[src/rtl/instr_encoder.sv]
// instr_encoder
//   Takes RV32I field tuples (opcode, rd, rs1, rs2, funct3, funct7, imm) for a
//   subset of formats, packs each into a 32-bit instruction word, and hands the
//   words to an instruction-memory writer through a small FIFO. Each word is
//   tagged with a byte address that starts at BASE_ADDR for every load session
//   and advances by 4 for every word handed off.
//
//   Ports
//     clk, reset           clock, synchronous active-high reset
//     start                one-cycle pulse, opens a load session (IDLE only)
//     in_valid/in_ready    tuple handshake; in_last marks the final tuple
//     opcode..imm          tuple fields
//     out_valid/out_ready  encoded-word handshake
//     out_addr, out_data   byte address and encoding of the FIFO head word
//     err                  pulse the cycle after a tuple is rejected
//     err_count            saturating count of rejected tuples this session
//     word_count           words handed off this session (wraps)
//     done                 one-cycle pulse when the session completes
module instr_encoder #(
  parameter int          DEPTH     = 4,
  parameter logic [31:0] BASE_ADDR = 32'h0000_0000
) (
  input  logic        clk,
  input  logic        reset,
  input  logic        start,
  input  logic        in_valid,
  output logic        in_ready,
  input  logic        in_last,
  input  logic [6:0]  opcode,
  input  logic [4:0]  rd,
  input  logic [4:0]  rs1,
  input  logic [4:0]  rs2,
  input  logic [2:0]  funct3,
  input  logic [6:0]  funct7,
  input  logic [31:0] imm,
  output logic        out_valid,
  input  logic        out_ready,
  output logic [31:0] out_addr,
  output logic [31:0] out_data,
  output logic        err,
  output logic [7:0]  err_count,
  output logic [15:0] word_count,
  output logic        done
);

  localparam int AW = $clog2(DEPTH);

  localparam logic [1:0] S_IDLE  = 2'd0;
  localparam logic [1:0] S_LOAD  = 2'd1;
  localparam logic [1:0] S_DRAIN = 2'd2;
  localparam logic [1:0] S_DONE  = 2'd3;

  localparam logic [6:0] OP_R  = 7'b0110011;
  localparam logic [6:0] OP_I  = 7'b0010011;
  localparam logic [6:0] OP_LW = 7'b0000011;
  localparam logic [6:0] OP_SW = 7'b0100011;

  function automatic logic [7:0] sat_inc8(input logic [7:0] v);
    return (v == 8'hFF) ? v : v + 8'd1;
  endfunction

  // A 12-bit signed immediate fits only when bits 31..11 are a pure sign extension.
  function automatic logic imm12_ok(input logic [31:0] v);
    return (&v[31:11]) || (~|v[31:11]);
  endfunction

  logic [1:0]    state_q, state_d;
  logic [AW-1:0] wptr_q, wptr_d, rptr_q, rptr_d;
  logic [AW:0]   cnt_q, cnt_d;
  logic [31:0]   addr_q, addr_d;
  logic          err_q, err_d;
  logic [7:0]    err_count_q, err_count_d;
  logic [15:0]   word_count_q, word_count_d;
  logic [31:0]   mem [DEPTH];

  logic [31:0] enc_word;
  logic        enc_ok;
  logic        empty, full, accept, push, pop;

  always_comb begin
    enc_word = 32'h0;
    enc_ok   = 1'b0;
    case (opcode)
      OP_R: begin
        enc_word = {funct7, rs2, rs1, funct3, rd, opcode};
        enc_ok   = 1'b1;
      end
      OP_I, OP_LW: begin
        enc_word = {imm[11:0], rs1, funct3, rd, opcode};
        enc_ok   = imm12_ok(imm);
      end
      OP_SW: begin
        enc_word = {imm[11:5], rs2, rs1, funct3, imm[4:0], opcode};
        enc_ok   = imm12_ok(imm);
      end
      default: ;
    endcase
  end

  assign empty = (cnt_q == '0);
  assign full  = (cnt_q == (AW+1)'(DEPTH));

  // Outputs are held at their reset values for the whole reset cycle so that
  // no handshake can complete while reset is asserted.
  assign in_ready   = !reset && (state_q == S_LOAD) && !full;
  assign out_valid  = !reset && !empty;
  assign out_addr   = reset ? BASE_ADDR : addr_q;
  assign out_data   = out_valid ? mem[rptr_q] : 32'h0;
  assign err        = !reset && err_q;
  assign err_count  = reset ? 8'h0 : err_count_q;
  assign word_count = reset ? 16'h0 : word_count_q;
  assign done       = !reset && (state_q == S_DONE);

  assign accept = in_valid && in_ready;
  assign push   = accept && enc_ok;
  assign pop    = out_valid && out_ready;

  always_comb begin
    state_d      = state_q;
    wptr_d       = wptr_q;
    rptr_d       = rptr_q;
    cnt_d        = cnt_q;
    addr_d       = addr_q;
    err_d        = accept && !enc_ok;
    err_count_d  = err_count_q;
    word_count_d = word_count_q;

    if (push) wptr_d = wptr_q + 1'b1;
    if (pop) begin
      rptr_d       = rptr_q + 1'b1;
      addr_d       = addr_q + 32'd4;
      word_count_d = word_count_q + 16'd1;
    end
    case ({push, pop})
      2'b10:   cnt_d = cnt_q + 1'b1;
      2'b01:   cnt_d = cnt_q - 1'b1;
      default: cnt_d = cnt_q;
    endcase
    if (accept && !enc_ok) err_count_d = sat_inc8(err_count_q);

    case (state_q)
      S_IDLE: begin
        if (start) begin
          state_d      = S_LOAD;
          addr_d       = BASE_ADDR;
          err_count_d  = 8'h0;
          word_count_d = 16'h0;
        end
      end
      S_LOAD:  if (accept && in_last) state_d = S_DRAIN;
      S_DRAIN: if (empty) state_d = S_DONE;
      default: state_d = S_IDLE;
    endcase
  end

  always_ff @(posedge clk) begin
    if (reset) begin
      state_q      <= S_IDLE;
      wptr_q       <= '0;
      rptr_q       <= '0;
      cnt_q        <= '0;
      addr_q       <= BASE_ADDR;
      err_q        <= 1'b0;
      err_count_q  <= 8'h0;
      word_count_q <= 16'h0;
    end else begin
      state_q      <= state_d;
      wptr_q       <= wptr_d;
      rptr_q       <= rptr_d;
      cnt_q        <= cnt_d;
      addr_q       <= addr_d;
      err_q        <= err_d;
      err_count_q  <= err_count_d;
      word_count_q <= word_count_d;
    end
  end

  // FIFO storage carries data only; validity comes from cnt_q.
  always_ff @(posedge clk) begin
    if (push) mem[wptr_q] <= enc_word;
  end

endmodule

[config.mk]
export PLATFORM = sky130hd
export DESIGN_NAME = instr_encoder
export DESIGN_NICKNAME = d
export VERILOG_FILES = /design/src/rtl/instr_encoder.sv
export SDC_FILE = /design/constraint.sdc
export NUM_CORES = 1
export LEC_CHECK = 0
export ABC_AREA = 0
export CAP_MARGIN = 40
export CORE_MARGIN = 8
export CORE_UTILIZATION = 48
export CTS_CLUSTER_DIAMETER = 100
export DETAILED_ROUTE_END_ITERATION = 8
export PLACE_DENSITY = 0.88
export SKIP_LAST_GASP = 1
export SYNTH_ARGS = -nofsm -noshare
export SYNTH_HDL_FRONTEND = slang
export SYNTH_SLANG_ARGS = --single-unit
[constraint.sdc]
create_clock -name clk -period 2.79 [get_ports clk]
set_input_delay 0.6975 -clock clk [delete_from_list [all_inputs] [get_ports clk]]
set_output_delay 0.6975 -clock clk [all_outputs]
set_load 0.05 [all_outputs]
==> results of run 1 <==
[kinds of logic after synthesis]
family	Yosys count	synth area share (%)
compound gates	33	2.468
xor+xnor	44	4.318
fa+ha+maj	14	2.047
buf+inv	64	2.930
flops	194	57.87
mux	49	9.982
other cells	1	0.04202
simple gates	331	20.34
[cell usage in the layout, fill, tap and decap left out, types with 30 or more instances in the layout]
cell             synthesis  final
edfxtp_1               128    128
buf_12                   0     79
nor2_1                  70     69
dfxtp_1                 66     65
clkdlybuf4s50_1          0     65
buf_4                    3     59
and3_1                  53     53
nor2b_1                 53     53
nand2_1                 48     47
mux4_2                  32     32
xor2_1                  30     30
[routing by layer]
layer	vias up	GRT usage [%]	routed length (µm)
met5	-	0	0
met3	42	3.630	1144
met1	3233	22.35	8971
li1	3043	-	-
met4	0	6.949	509
met2	212	34.03	11830
[cell type report]
| type | count | area [µm²] | area share, % |
|---|---|---|---|
| timing repair buffer | 207 | 2718 | 21.72 |
| clock inverter | 15 | 195.2 | 1.560 |
| multi-input combinational | 485 | 3638 | 29.09 |
| clock buffer | 17 | 425.4 | 3.401 |
| tap | 234 | 292.8 | 2.340 |
| sequential | 194 | 5169 | 41.32 |
| inverter | 19 | 71.32 | 0.5701 |
[power by group through the flow]
| stage | combinational, mW | sequential (mW) | clock [mW] |
|---|---|---|---|
| finish | 0.487 | 3.06 | 2.47 |
| global route | 0.531 | 3.07 | 2.63 |
| CTS | 0.482 | 3.06 | 2.51 |
| detailed placement | 0.476 | 3.13 | 0 |
| global placement | 0.460 | 3.13 | 0 |
| floorplan | 0.253 | 3.13 | 0 |
[worst paths after layout]
path                                    to  cells past startpoint
worst min register to register  addr_q[31]                      2
worst max register to register    cnt_q[2]                     10
worst min-delay path            addr_q[31]                      2
worst max-delay path              cnt_q[2]                     13
[registers in the layout, summed over array words and instances, names as in the netlist, named ones only]
register / flops
mem: 128
addr_q: 30
word_count_q: 16
err_count_q: 8
cnt_q: 3
rptr_q: 2
state_q: 2
wptr_q: 2
err_q: 1
[stage by stage]
| step | instance area (µm²) | TNS, ps | util, % | hold slack (ps) |
|---|---|---|---|---|
| after floorplan | 8986 | -86.17 | - | 453.6 |
| after global placement | 11790 | -27310 | 63.86 | 472.7 |
| after detailed placement | 11790 | -31310 | 63.86 | 481.6 |
| after CTS | 12440 | 0 | 67.42 | 491.9 |
| after global routing | 12510 | -49.53 | 67.78 | 518.2 |
| final | 12510 | 0 | 67.78 | 486.9 |
[repair_timing]
action,4_1_cts,5_1_grt
buffers inserted,0,2
gates cloned,0,0
pin swaps,4,4
endpoints found under the setup margin,26,4
resized for setup,7,11
[critical path, cell delays in order]
cell             delay [ps]
clkdlybuf4s50_1         490
and4bb_2                270
nand2_2                  80
inv_1                    70
a32oi_2                 240
a21oi_4                  90
inv_2                    70
ha_4                    130
inv_1                    40
fa_2                    330
xor2_1                  150
or3_1                   310
a21oi_1                 120
==> impl_metrics.tcl, run 1 <==
set metrics [dict create \
    ctsHoldBuffers 0 \
    final_cells 1171 \
    cts_max_path_buffers 2 \
    synth_commonest_cells "edfxtp_1, nor2_1, dfxtp_1, and3_1, nor2b_1" \
    ios 162 \
    grt_pass1_vias 6612 \
    synth_top_cell_by_area "edfxtp_1" \
    antenna_found_initial 0 \
    synth.area.top_cells "edfxtp_1, dfxtp_1, mux4_2" \
    clkLatencyLatePin_ps 430 \
    synth_flop_cell "edfxtp_1" \
    drc_errors 0 \
    port-buffer-count 159 \
    min_from "addr_q[31]" \
    crit_type "primary input to flop" \
    cts.sinks 194 \
    gp_congestion 0.7979 \
    first_pass_iters 5 \
    core_area_mm2 0.01846 \
    drt_iter0_drc 420 \
    syn_inst 730 \
    worstPathMaxFanout 3 \
    ys_seq_elements 194 \
    synthesis.area_mm2 0.008925 \
    cp-startpoint "opcode[2]" \
    synth-async-reset-ratio_pct 0 \
    total_leakage_power_nw 4.633 \
    finClkSkew_ps 8.117 \
    fillers 1216 \
    totalPowerFinal_mw 6.026 \
    worstSetupEndpointType "flop" \
    r2r_setup_slack_ps 430 \
    rows 50 \
    vdd_drop_max_v 0.0004655 \
    syn_avg_cell_area_um2 12.23 \
    htree_levels 4 \
    die_h_um 152.4 \
    slew_viol_final 0 \
    grt_max_degree 50 \
    setup_viol 0 \
    routed_via_density 5.576 \
    reg2reg_from "cnt_q[2]" \
    critPathLaunchType "primary input" \
    clkTransAtPathRegs_ps 70 \
    power.switching_mw 1.525 \
    via_count 6530 \
    seq_area_frac_synth_pct 57.87 \
    hpwlAfterDp_um 15940 \
    crit_arrival_ps 3100 \
    worst_slack_ps 56.41 \
    diodes 0 \
    drive_gt1_share_pct 24.87 \
    die_w_um 152.4 \
    grt_pass1_wl_um 35380 \
    fmax_ghz 0.3658 \
    hp-class "flop to flop" \
    power.share.clock_pct 41.1 \
    ant_nets 0 \
    die-area_mm2 0.02321 \
    final_nets 1008 \
    place_ws_ps -517.2 \
    areaGrowthSynthToFinish_pct 40.17 \
    numCtsBuffers 17 \
    period_share_pct 97.98 \
    yosysMostFrequentCell "edfxtp_1" \
    initial_core_util_pct 48.36 \
    grt_overflow 0 \
    max_cap_viol_count 0 \
    critPathRequiredTime_ps 3160 \
    synth_warnings 0 \
    wl_per_cell_um 19.17 \
    status "finished, final reports clean" \
    hold_violations 0 \
    finalCriticalPeriod_ps 2734 \
    cts_tree "yes" \
    switching_share_pct 25.31 \
    p_int_mw 4.501 \
    yosysTopAreaCellShare_pct 43.07 \
    dp_cells 1137 \
    cts-root-buf "clkbuf_16" \
    synth_cell_types 54 \
    wirelength_um 22450 \
    synth_edf_count 128 \
    powerDensity_mw_per_mm2 481.7 \
    pwr-share-seq_pct 50.9 \
    grt_usage_pct 19.02 \
    p_comb_share_pct 8.1 \
]
Power figures use the tool's default switching activity.
==> run 2: changes to the inputs <==
Settings changed: GPL_ROUTABILITY_DRIVEN set to 0.
==> results of run 2 <==
Same layout as run 1: the final DEF is identical, and so are final timing and power.
==> run 3: changes to the inputs <==
Settings changed: CORE_UTILIZATION 48 to 57, DONT_BUFFER_PORTS set to 1, PLACE_DENSITY 0.88 to 0.86.
==> run 3 against run 2 <==
Effect of this change: sequential share of layout area increased by 5.4 points; sequential power about the same; clock skew grew 1.6 ps; combinational power down 35%; non-clock buffer count shrank 89; hold slack got worse by 130 ps; via count decreased by 3.7%; maximum frequency increased by 3.1%; critical path depth down 9.
==> impl_metrics.tcl, run 3 (same netlist as run 1, synthesis figures left out) <==
set metrics [dict create \
    status "finished, final reports clean" \
    grt_overflow 0 \
    worst_pin_slew_ps 964.5 \
    critPathLaunchType "flop" \
    fin_setup_tns_ps 0 \
    cts_max_path_buffers 2 \
    largest_reg_flops 128 \
    die_w_um 141.1 \
    htree_levels 4 \
    areaGrowthSynthToFinish_pct 23.85 \
    totalPowerFinal_mw 5.827 \
    antenna_found_initial 0 \
    final_area_mm2 0.01105 \
    routed_via_density 5.933 \
    worstSetupEndpointType "output port" \
    grt_max_degree 73 \
    drive_gt1_share_pct 23.82 \
    clkLatencyLatePin_ps 430 \
    via_count 6289 \
    top_register "mem" \
    finalCriticalPeriod_ps 2652 \
    crit_type "flop to output port" \
    wirelength_um 22060 \
    slew_viol_final 0 \
    cts.sinks 194 \
    port-buffer-count 0 \
    final_common_cell "edfxtp_1" \
    die_h_um 141.1 \
    final_cell_mix "edfxtp_1, buf_4, nor2_1" \
    ant_nets 0 \
    dpl_cell_area_mm2 0.01044 \
    final_cells 1060 \
    grt_pass1_wl_um 34910 \
    initial_core_util_pct 58.49 \
    worstPathMaxFanout 32 \
    fmax_ghz 0.3770 \
    cp_cell_sequence "buf_4 > mux4_2 > and3_1 > buf_12" \
    first_pass_iters 5 \
    setup_viol 0 \
    dp_cells 1025 \
    hold_violations 0 \
    grt_usage_pct 22.43 \
    grt_setup_unrepaired "no" \
    reg_top3 "mem: 128 flops, addr_q: 30 flops, word_count_q: 16 flops" \
    die-area_mm2 0.01992 \
    cts_tree "yes" \
    clkTransAtPathRegs_ps 70 \
    total_leakage_power_nw 4.118 \
    hp-class "primary input to flop" \
    critPathRequiredTime_ps 2090 \
    grt_pass1_vias 6553 \
    final_nets 919 \
    core_area_mm2 0.01526 \
    wl_per_cell_um 20.81 \
    slew_headroom_pct 35.70 \
    ios 162 \
    numCtsBuffers 17 \
    finClkSkew_ps 9.709 \
    drt_iter0_drc 518 \
    powerDensity_mw_per_mm2 527.2 \
    crit_arrival_ps 1950 \
    vdd_drop_max_v 0.0003762 \
    ctsHoldBuffers 0 \
    rows 45 \
    hpwlAfterDp_um 14860 \
    period_share_pct 95.06 \
    max_cap_viol_count 0 \
    cp_slowest_cell "buf_4" \
    drc_errors 0 \
    cts-root-buf "clkbuf_16" \
    cpPeakStageDelay_ps 420 \
]
[run 3: final cells by class]
| cell class | count | area (µm²) |
|---|---|---|
| clock buffers | 20 | 466.7 |
| inverters | 19 | 71.32 |
| repair buffers | 118 | 1384 |
| well taps | 211 | 264.0 |
| clock inverters | 12 | 130.1 |
| fillers | 952 | 4205 |
| flip-flops and latches | 194 | 5169 |
| multi-input cells | 485 | 3566 |
| diodes | 1 | 2.502 |
[run 3: power by group]
part	leakage [nW]	switching (mW)	internal (mW)
registers	1.68	0.0202	3.05
clock network	0.294	1.05	1.40
logic	2.14	0.208	0.110
total	4.12	1.27	4.55
[run 3: routing by layer]
metal  wire length [µm]  track usage, %  up-vias
met5                  0               0        -
met4                740           10.52        0
met3               1781           5.908       53
met2              11300           38.48      325
met1               8232           25.79     3058
li1                   -               -     2853
[run 3: path summary, 6_finish.rpt]
| path | start | endpoint | slack, ps | cells past startpoint |
|---|---|---|---|---|
| worst min-delay path | reset | flop | 360 | 1 |
| worst max register to register | state_q[1] | cnt_q[2] | 210 | 12 |
| worst max-delay path | flop | out_data[11] | 140 | 4 |
| worst min register to register | addr_q[31] | addr_q[31] | 500 | 2 |
[run 3: through the flow]
step / hold WS (ps) / worst slack (ps) / utilization (%)
after floorplan: 453.6 / -86.17 / -
after global placement: 466.9 / 1.742 / 68.36
after detailed placement: 482.5 / -129.2 / 68.40
after CTS: 315.7 / 13.37 / 72.32
after global routing: 326.4 / 47.16 / 72.42
final: 357.8 / 137.8 / 72.44
[run 3: repair_timing]
action,in CTS,in global routing
setup buffers,0,2
gates resized for setup,1,0
setup endpoints to repair,25,8
gates cloned,0,0
[run 3: critical path, delay by kind of cell, from the launching register on]
kind,cells,cell delay (ps)
buffers and inverters,2,580
muxes,1,400
DFF,1,310
and+or+nand+nor,1,240
